===== config.mk =====
export PLATFORM = sky130hd
export DESIGN_NAME = isa_pipe_tracker
export DESIGN_NICKNAME = d
export VERILOG_FILES = /design/src/rtl/isa_track_pkg.sv /design/src/rtl/isa_track_golden.sv /design/src/rtl/isa_pipe_tracker.sv
export SDC_FILE = /design/constraint.sdc
export NUM_CORES = 2
export LEC_CHECK = 0
export CORE_MARGIN = 2
export CORE_UTILIZATION = 53
export DETAILED_ROUTE_END_ITERATION = 8
export PLACE_DENSITY = 0.78
export SYNTH_ARGS = -nofsm -noshare
export SYNTH_HDL_FRONTEND = slang
export SYNTH_HIERARCHICAL = 1
export SYNTH_SLANG_ARGS = --single-unit

===== constraint.sdc =====
create_clock -name clk -period 7.7 [get_ports clk]
set_clock_uncertainty 0.1 [all_clocks]
set_input_delay 1.925 -clock clk [delete_from_list [all_inputs] [get_ports clk]]
set_output_delay 1.925 -clock clk [all_outputs]
set_load 0.05 [all_outputs]

===== src/rtl/isa_track_pkg.sv =====
// Shared types and constants for the RV12 shadow pipeline tracker.
// Opcode/funct3 constants, stage and golden-result bundles, ALU helper.
package isa_track_pkg;

    // Data/PC width of the bundles below; the top's XLEN must match.
    localparam int XW = 32;

    localparam logic [6:0] OPC_OPIMM = 7'b0010011;
    localparam logic [6:0] OPC_OP    = 7'b0110011;
    localparam logic [6:0] OPC_LUI   = 7'b0110111;
    localparam logic [6:0] OPC_AUIPC = 7'b0010111;

    localparam logic [2:0] F3_ADD  = 3'b000;
    localparam logic [2:0] F3_SLL  = 3'b001;
    localparam logic [2:0] F3_SLT  = 3'b010;
    localparam logic [2:0] F3_SLTU = 3'b011;
    localparam logic [2:0] F3_XOR  = 3'b100;
    localparam logic [2:0] F3_SR   = 3'b101;
    localparam logic [2:0] F3_OR   = 3'b110;
    localparam logic [2:0] F3_AND  = 3'b111;

    typedef struct packed {
        logic [XW-1:0] pc;
        logic [31:0]   insn;
        logic          valid;
    } stage_t;

    typedef struct packed {
        logic          covered;
        logic          we;
        logic [4:0]    rd;
        logic [XW-1:0] data;
    } golden_t;

    // alt selects SUB for ADD and arithmetic shift for SR.
    function automatic logic [XW-1:0] alu_f(
        input logic [2:0]    f3,
        input logic          alt,
        input logic [XW-1:0] a,
        input logic [XW-1:0] b
    );
        logic [XW-1:0] r;
        r = '0;
        unique case (f3)
            F3_ADD:  r = alt ? a - b : a + b;
            F3_SLL:  r = a << b[4:0];
            F3_SLT:  r = {{(XW-1){1'b0}}, $signed(a) < $signed(b)};
            F3_SLTU: r = {{(XW-1){1'b0}}, a < b};
            F3_XOR:  r = a ^ b;
            F3_SR:   r = alt ? XW'($signed(a) >>> b[4:0]) : a >> b[4:0];
            F3_OR:   r = a | b;
            F3_AND:  r = a & b;
            default: r = '0;
        endcase
        return r;
    endfunction

endpackage


===== src/rtl/isa_track_golden.sv =====
// Combinational golden model: decodes a retiring instruction and computes
// its expected register write. Ports: insn_i, pc_i, rs1_i, rs2_i (only with
// ISA_TRACK_RTYPE_EN) -> gold_o {covered, we, rd, data}.
module isa_track_golden
    import isa_track_pkg::*;
(
    input  logic [31:0]   insn_i,
    input  logic [XW-1:0] pc_i,
    input  logic [XW-1:0] rs1_i,
`ifdef ISA_TRACK_RTYPE_EN
    input  logic [XW-1:0] rs2_i,
`endif
    output golden_t       gold_o
);

    logic [6:0]    opc;
    logic [2:0]    f3;
    logic [XW-1:0] imm_i;
    logic [XW-1:0] imm_u;

    assign opc   = insn_i[6:0];
    assign f3    = insn_i[14:12];
    assign imm_i = {{(XW-12){insn_i[31]}}, insn_i[31:20]};
    assign imm_u = {insn_i[31:12], 12'b0};

`ifdef ISA_TRACK_RTYPE_EN
    logic is_op;
    assign is_op = (opc == OPC_OP) &&
                   ((insn_i[31:25] == 7'b0000000) ||
                    ((insn_i[31:25] == 7'b0100000) &&
                     ((f3 == F3_ADD) || (f3 == F3_SR))));
`endif

    always_comb begin
        gold_o    = '0;
        gold_o.rd = insn_i[11:7];
        unique case (1'b1)
            (opc == OPC_OPIMM): begin
                gold_o.covered = 1'b1;
                // insn[30] only matters for SRAI; ADDI has no subtract form
                gold_o.data = alu_f(f3, (f3 == F3_SR) && insn_i[30],
                                    rs1_i, imm_i);
            end
            (opc == OPC_LUI): begin
                gold_o.covered = 1'b1;
                gold_o.data    = imm_u;
            end
            (opc == OPC_AUIPC): begin
                gold_o.covered = 1'b1;
                gold_o.data    = pc_i + imm_u;
            end
`ifdef ISA_TRACK_RTYPE_EN
            is_op: begin
                gold_o.covered = 1'b1;
                gold_o.data    = alu_f(f3, insn_i[30], rs1_i, rs2_i);
            end
`endif
            default: ;
        endcase
        gold_o.we = gold_o.covered && (gold_o.rd != 5'd0);
    end

endmodule


===== src/rtl/isa_pipe_tracker.sv =====
// Shadow pipeline follower: tracks PC/insn/bubble per stage with stall and
// flush, emits a registered retire record and checks DUT writeback against
// a golden model. Ports: clk, rst_n, if_*_i (fetch), stall_i/flush_i,
// dut_wb_*_i (DUT writeback), stage_valid_o, ret_*_o, chk_*_o, err_*_o.
// Optional: define ISA_TRACK_RTYPE_EN to also check OP (R-type) ops.
module isa_pipe_tracker
    import isa_track_pkg::*;
#(
    parameter int unsigned     XLEN     = 32,
    parameter int unsigned     STAGES   = 5,
    parameter logic [XLEN-1:0] PC_INIT  = 32'h200,
    parameter logic [31:0]     NOP_INSN = 32'h13,
    parameter int unsigned     CNT_W    = 8
) (
    input  logic              clk,
    input  logic              rst_n,
    input  logic              if_valid_i,
    input  logic [XLEN-1:0]   if_pc_i,
    input  logic [31:0]       if_insn_i,
    input  logic [STAGES-1:0] stall_i,
    input  logic [STAGES-1:0] flush_i,
    input  logic              dut_wb_we_i,
    input  logic [4:0]        dut_wb_dst_i,
    input  logic [XLEN-1:0]   dut_wb_data_i,
    output logic [STAGES-1:0] stage_valid_o,
    output logic              ret_valid_o,
    output logic [XLEN-1:0]   ret_pc_o,
    output logic [31:0]       ret_insn_o,
    output logic              chk_valid_o,
    output logic              chk_err_o,
    output logic              err_sticky_o,
    output logic [CNT_W-1:0]  err_cnt_o
);

    localparam int L = STAGES - 1;

    stage_t            stg_q [STAGES];
    stage_t            stg_d [STAGES];
    logic [STAGES-1:0] hold;

    logic              ret_valid_q;
    logic [XLEN-1:0]   ret_pc_q;
    logic [31:0]       ret_insn_q;
    logic              chk_valid_q, chk_valid_d;
    logic              chk_err_q, chk_err_d;
    logic              sticky_q;
    logic [CNT_W-1:0]  cnt_q;
    logic [XLEN-1:0]   rf_q [32];

    golden_t           gold;
    logic              mism;

    // A stall in stage s also freezes everything upstream of it.
    always_comb begin
        hold = '0;
        for (int s = 0; s < STAGES; s++)
            hold[s] = |(stall_i >> s);
    end

    always_comb begin
        stg_d[0].pc    = {if_pc_i[XLEN-1:2], 2'b00};
        stg_d[0].insn  = if_insn_i;
        stg_d[0].valid = if_valid_i;
        for (int s = 1; s < STAGES; s++) begin
            stg_d[s] = stg_q[s-1];
            // Upstream held or killed while we advance: take a bubble.
            stg_d[s].valid = stg_q[s-1].valid & ~hold[s-1] & ~flush_i[s-1];
        end
    end

    always_ff @(posedge clk or negedge rst_n) begin
        if (!rst_n) begin
            for (int s = 0; s < STAGES; s++) begin
                stg_q[s].pc    <= PC_INIT;
                stg_q[s].insn  <= NOP_INSN;
                stg_q[s].valid <= 1'b0;
            end
        end else begin
            for (int s = 0; s < STAGES; s++) begin
                if (!hold[s])
                    stg_q[s] <= stg_d[s];
                if (flush_i[s])
                    stg_q[s].valid <= 1'b0;
            end
        end
    end

    always_comb begin
        stage_valid_o = '0;
        for (int s = 0; s < STAGES; s++)
            stage_valid_o[s] = stg_q[s].valid;
    end

    always_ff @(posedge clk or negedge rst_n) begin
        if (!rst_n) begin
            ret_valid_q <= 1'b0;
            ret_pc_q    <= PC_INIT;
            ret_insn_q  <= NOP_INSN;
        end else begin
            ret_valid_q <= stg_q[L].valid & ~stall_i[L] & ~flush_i[L];
            if (!stall_i[L]) begin
                ret_pc_q   <= stg_q[L].pc;
                ret_insn_q <= stg_q[L].insn;
            end
        end
    end

    isa_track_golden u_golden (
        .insn_i (ret_insn_q),
        .pc_i   (ret_pc_q),
        .rs1_i  (rf_q[ret_insn_q[19:15]]),
`ifdef ISA_TRACK_RTYPE_EN
        .rs2_i  (rf_q[ret_insn_q[24:20]]),
`endif
        .gold_o (gold)
    );

    always_comb begin
        mism = (dut_wb_we_i != gold.we) ||
               (gold.we && ((dut_wb_dst_i != gold.rd) ||
                            (dut_wb_data_i != gold.data)));
        chk_valid_d = ret_valid_q & gold.covered;
        chk_err_d   = (chk_valid_d & mism) | (dut_wb_we_i & ~ret_valid_q);
    end

    // Shadow file mirrors the DUT so one bad write does not cascade.
    // Entry 0 is never written and stays zero.
    always_ff @(posedge clk or negedge rst_n) begin
        if (!rst_n) begin
            for (int r = 0; r < 32; r++)
                rf_q[r] <= '0;
        end else if (dut_wb_we_i && (dut_wb_dst_i != 5'd0)) begin
            rf_q[dut_wb_dst_i] <= dut_wb_data_i;
        end
    end

    always_ff @(posedge clk or negedge rst_n) begin
        if (!rst_n) begin
            chk_valid_q <= 1'b0;
            chk_err_q   <= 1'b0;
            sticky_q    <= 1'b0;
            cnt_q       <= '0;
        end else begin
            chk_valid_q <= chk_valid_d;
            chk_err_q   <= chk_err_d;
            if (chk_err_d) begin
                sticky_q <= 1'b1;
                if (cnt_q != {CNT_W{1'b1}})
                    cnt_q <= cnt_q + 1'b1;
            end
        end
    end

    assign ret_valid_o  = ret_valid_q;
    assign ret_pc_o     = ret_pc_q;
    assign ret_insn_o   = ret_insn_q;
    assign chk_valid_o  = chk_valid_q;
    assign chk_err_o    = chk_err_q;
    assign err_sticky_o = sticky_q;
    assign err_cnt_o    = cnt_q;

endmodule


==> flow_summary.yaml <==
global_route:
  grt-ovfl-total: 0
  grt_util_met3: 0.0709
  grt_max_degree: 186
  grt_pass1_vias: 48300
  gr-usage-all-layers: 0.309
  grt_use_met1: 0.432
  antenna_found_initial: 14
  grt_pass1_wl_mm: 314
  grt-busiest-layer: "met2"
  met2_usage: 0.472
cts:
  cts_root_buf: "clkbuf_16"
  cts_hold_buffers: 0
  cts_buffers: 145
  cts_tree: "built"
  post_cts_buffers: 0
  path_clk_slew_ns: 0.06
  cts_resized: 0
  cts_sinks: 1413
  cts_buffer_depth: 3
  worstSkewPairLatency_ns: 0.81
  cts_max_level: 4
timing:
  whs_ns: 0.273
  fmax_mhz: 133
  rsz0062_at_grt: "false"
  worst_pin_slew_ns: 1.36
  setup_viol: 0
  slew_headroom: 0.0927
  setup_tns_ns: 0
  finalHoldViolCount: 0
  period_share: 0.973
  slew_viol_final: 0
  period_minus_slack_ns: 7.49
power:
  p_int_w: 0.0185
  power_leakage_nw: 35.2
  power_density_nw_per_um2: 373
  vdd_drop_max_mv: 0.312
  clkPwrFrac: 0.244
  p_sw_w: 0.0112
  switching_share: 0.378
  power_frac_seq: 0.343
  power_frac_comb: 0.413
route:
  postRouteAntennaNets: 0
  viasPerCell: 6.47
  drt_iter0_drc: 4924
  drtPass1Iterations: 7
  drcViolationCount: 0
  vias: 47400
  routed_wl_mm: 210
  wl_per_cell_um: 28.7
finish:
  drive_gt1_frac: 0.387
  mostFrequentLayoutCell: "dfrtp_1"
  design_area_um2: 79800
  area_growth_pct: 12.6
  fin_nets: 5665
  final_cell_mix: "dfrtp_1, mux2_2, nand2_1"
  n_fill_cell: 10100
  post-route-util: 0.599
worst_setup_path:
  r2r-end: "err_cnt_o[1]$_DFFE_PN0P_"
  cp-end-kind: "flop"
  r2r_slack_ns: 0.21
  worst-setup-path-type: "reg -> reg"
  reg2regPathDepth: 26
  timing.rr.start: "ret_insn_o[15]$_DFFE_PN0N_"
  required_ns: 8.27
  arrival_ns: 8.06
  startpoint_type: "flop"
  crit_path_max_fanout: 30
place:
  postPlaceCellArea_um2: 74800
  dp_hpwl_mm: 135
  portBuffers: 191
  gp_congestion: 1.02
floorplan:
  rows: 134
  coreArea_um2: 133000
  die-area_um2: 137000
  die_w_um: 370
  start_util: 0.532
  ioPinCount: 196
  die_h_um: 370
worst_hold_path:
  hold_start: "rf_q[997]$_DFFE_PN0P_"
  worstHoldEndpoint: "rf_q[997]$_DFFE_PN0P_"
  min_path_cells: 0
  hold_class: "reg -> reg"
run_status:
  status: "finished, final reports clean"
synth:
  synthFlopType: "dfrtp_1"
  async_reset_ff_frac: 1.00
  synth_edf_count: 0
  ys_ff_latch: 1413
  synthCells: 5390
  syn_area_per_cell_um2: 13.1
  syn_area_um2: 70800
  yosys.cell_types.count: 87
  seq_area_frac_synth: 0.500
  yosys_warnings: 6
flow_run:
  cap_violations: 0
==> critical path, cell delays in order, from the launching register on <==
cell       delay (ns)
dfrtp_4          0.57
buf_12           0.30
mux4_2           0.54
mux4_2           0.49
mux2_2           0.36
inv_1            0.10
ha_1             0.19
inv_1            0.07
fa_1             0.39
nor2b_1          0.16
o21ai_1          0.26
a211oi_2         0.17
a2111oi_2        0.62
a211oi_1         0.17
buf_4            0.19
nor2_1           0.11
o22ai_1          0.12
xnor2_1          0.16
a221o_1          0.43
xnor2_1          0.33
nand4_1          0.13
nor2_1           0.37
nand4_1          0.19
buf_4            0.21
o21ai_1          0.13
buf_4            0.14
mux2_2           0.32
==> synthesized netlist by cell type, drive strengths merged (20+ instances only) <==
| master | number | share of area |
|---|---|---|
| ha | 117 | 0.021 |
| a211oi | 36 | 0.0039 |
| nand3 | 33 | 0.0023 |
| inv | 86 | 0.0046 |
| dfrtp | 1389 | 0.49 |
| dfstp | 24 | 0.0089 |
| a21oi | 160 | 0.011 |
| nor3 | 39 | 0.0028 |
| nand2 | 520 | 0.028 |
| xnor2 | 60 | 0.0074 |
| mux4 | 378 | 0.12 |
| o211ai | 26 | 0.0028 |
| mux2 | 1266 | 0.20 |
| buf | 138 | 0.010 |
| a21o | 20 | 0.0021 |
| nor2 | 230 | 0.012 |
| mux2i | 36 | 0.0051 |
| o21ai | 169 | 0.012 |
| clkbuf | 348 | 0.018 |
==> metrics by stage <==
stage	instances	worst slack (ns)	power (W)
after CTS	7315	0.443	0.0295
after floorplan	5393	1.14	0.0181
after global placement	7051	0.554	0.0219
after detailed placement	7051	0.497	0.0222
after global routing	7317	0.0663	0.0310
final	7318	0.208	0.0297
==> power groups by stage <==
stage	clock [W]	sequential, W	combinational, W
2_1_floorplan	0	0.0102	0.00785
3_3_place_gp	0	0.0102	0.0117
3_5_place_dp	0	0.0103	0.0119
4_1_cts	0.00735	0.0102	0.0120
5_1_grt	0.00767	0.0104	0.0129
6_report	0.00726	0.0102	0.0123
==> area by class of cell <==
class,count,area [um2],area share
sequential,1413,35400,0.444
clock inverter,45,647,0.00811
antenna,3,7.51,0.0000941
inverter,89,334,0.00419
multi-input combinational,3405,33300,0.418
tap,1768,2210,0.0277
clock buffer,219,4290,0.0538
timing repair buffer,376,3540,0.0444
==> cell families after synthesis <==
group	after synthesis	share of synthesized area
XOR/XNOR	76	0.00940
multiplexers	1680	0.326
adder cells (fa/ha/maj)	120	0.0215
other	1	0.0000529
AO/OA/AOI/OAI	589	0.0536
buffers and inverters	575	0.0336
flip-flops	1413	0.500
AND/OR/NAND/NOR	936	0.0559
==> layer usage <==
metal  up-vias  share of wire  wire [um]
li1      19700              -          -
met4        18          0.041       8670
met3       511          0.089      18700
met5         -        0.00060        126
met2      2183           0.46      96500
met1     25000           0.41      85700
==> registers in the layout (all words and copies together), names as in the netlist <==
name,count
stg_d,248
chk_valid_o,1
stage_valid_o,5
rf_q,1024
ret_pc_o,30
err_cnt_o,8
stg_q,62
chk_err_o,1
ret_valid_o,1
ret_insn_o,32
err_sticky_o,1
==> worst max-delay path by stage <==
stage	cells past startpoint	slack, ns	to	startpoint
6_report	26	0.21	err_cnt_o[1]$_DFFE_PN0P_	ret_insn_o[15]$_DFFE_PN0N_
2_1_floorplan	23	1.14	err_cnt_o[1]$_DFFE_PN0P_	ret_insn_o[15]$_DFFE_PN0N_
5_1_grt	28	0.07	err_cnt_o[2]$_DFFE_PN0P_	ret_insn_o[15]$_DFFE_PN0N_
3_3_place_gp	26	0.55	err_cnt_o[1]$_DFFE_PN0P_	ret_insn_o[15]$_DFFE_PN0N_
3_5_place_dp	26	0.50	err_cnt_o[1]$_DFFE_PN0P_	ret_insn_o[15]$_DFFE_PN0N_
4_1_cts	26	0.44	err_cnt_o[1]$_DFFE_PN0P_	ret_insn_o[15]$_DFFE_PN0N_
Note: power is estimated with default switching activity, not from simulation.
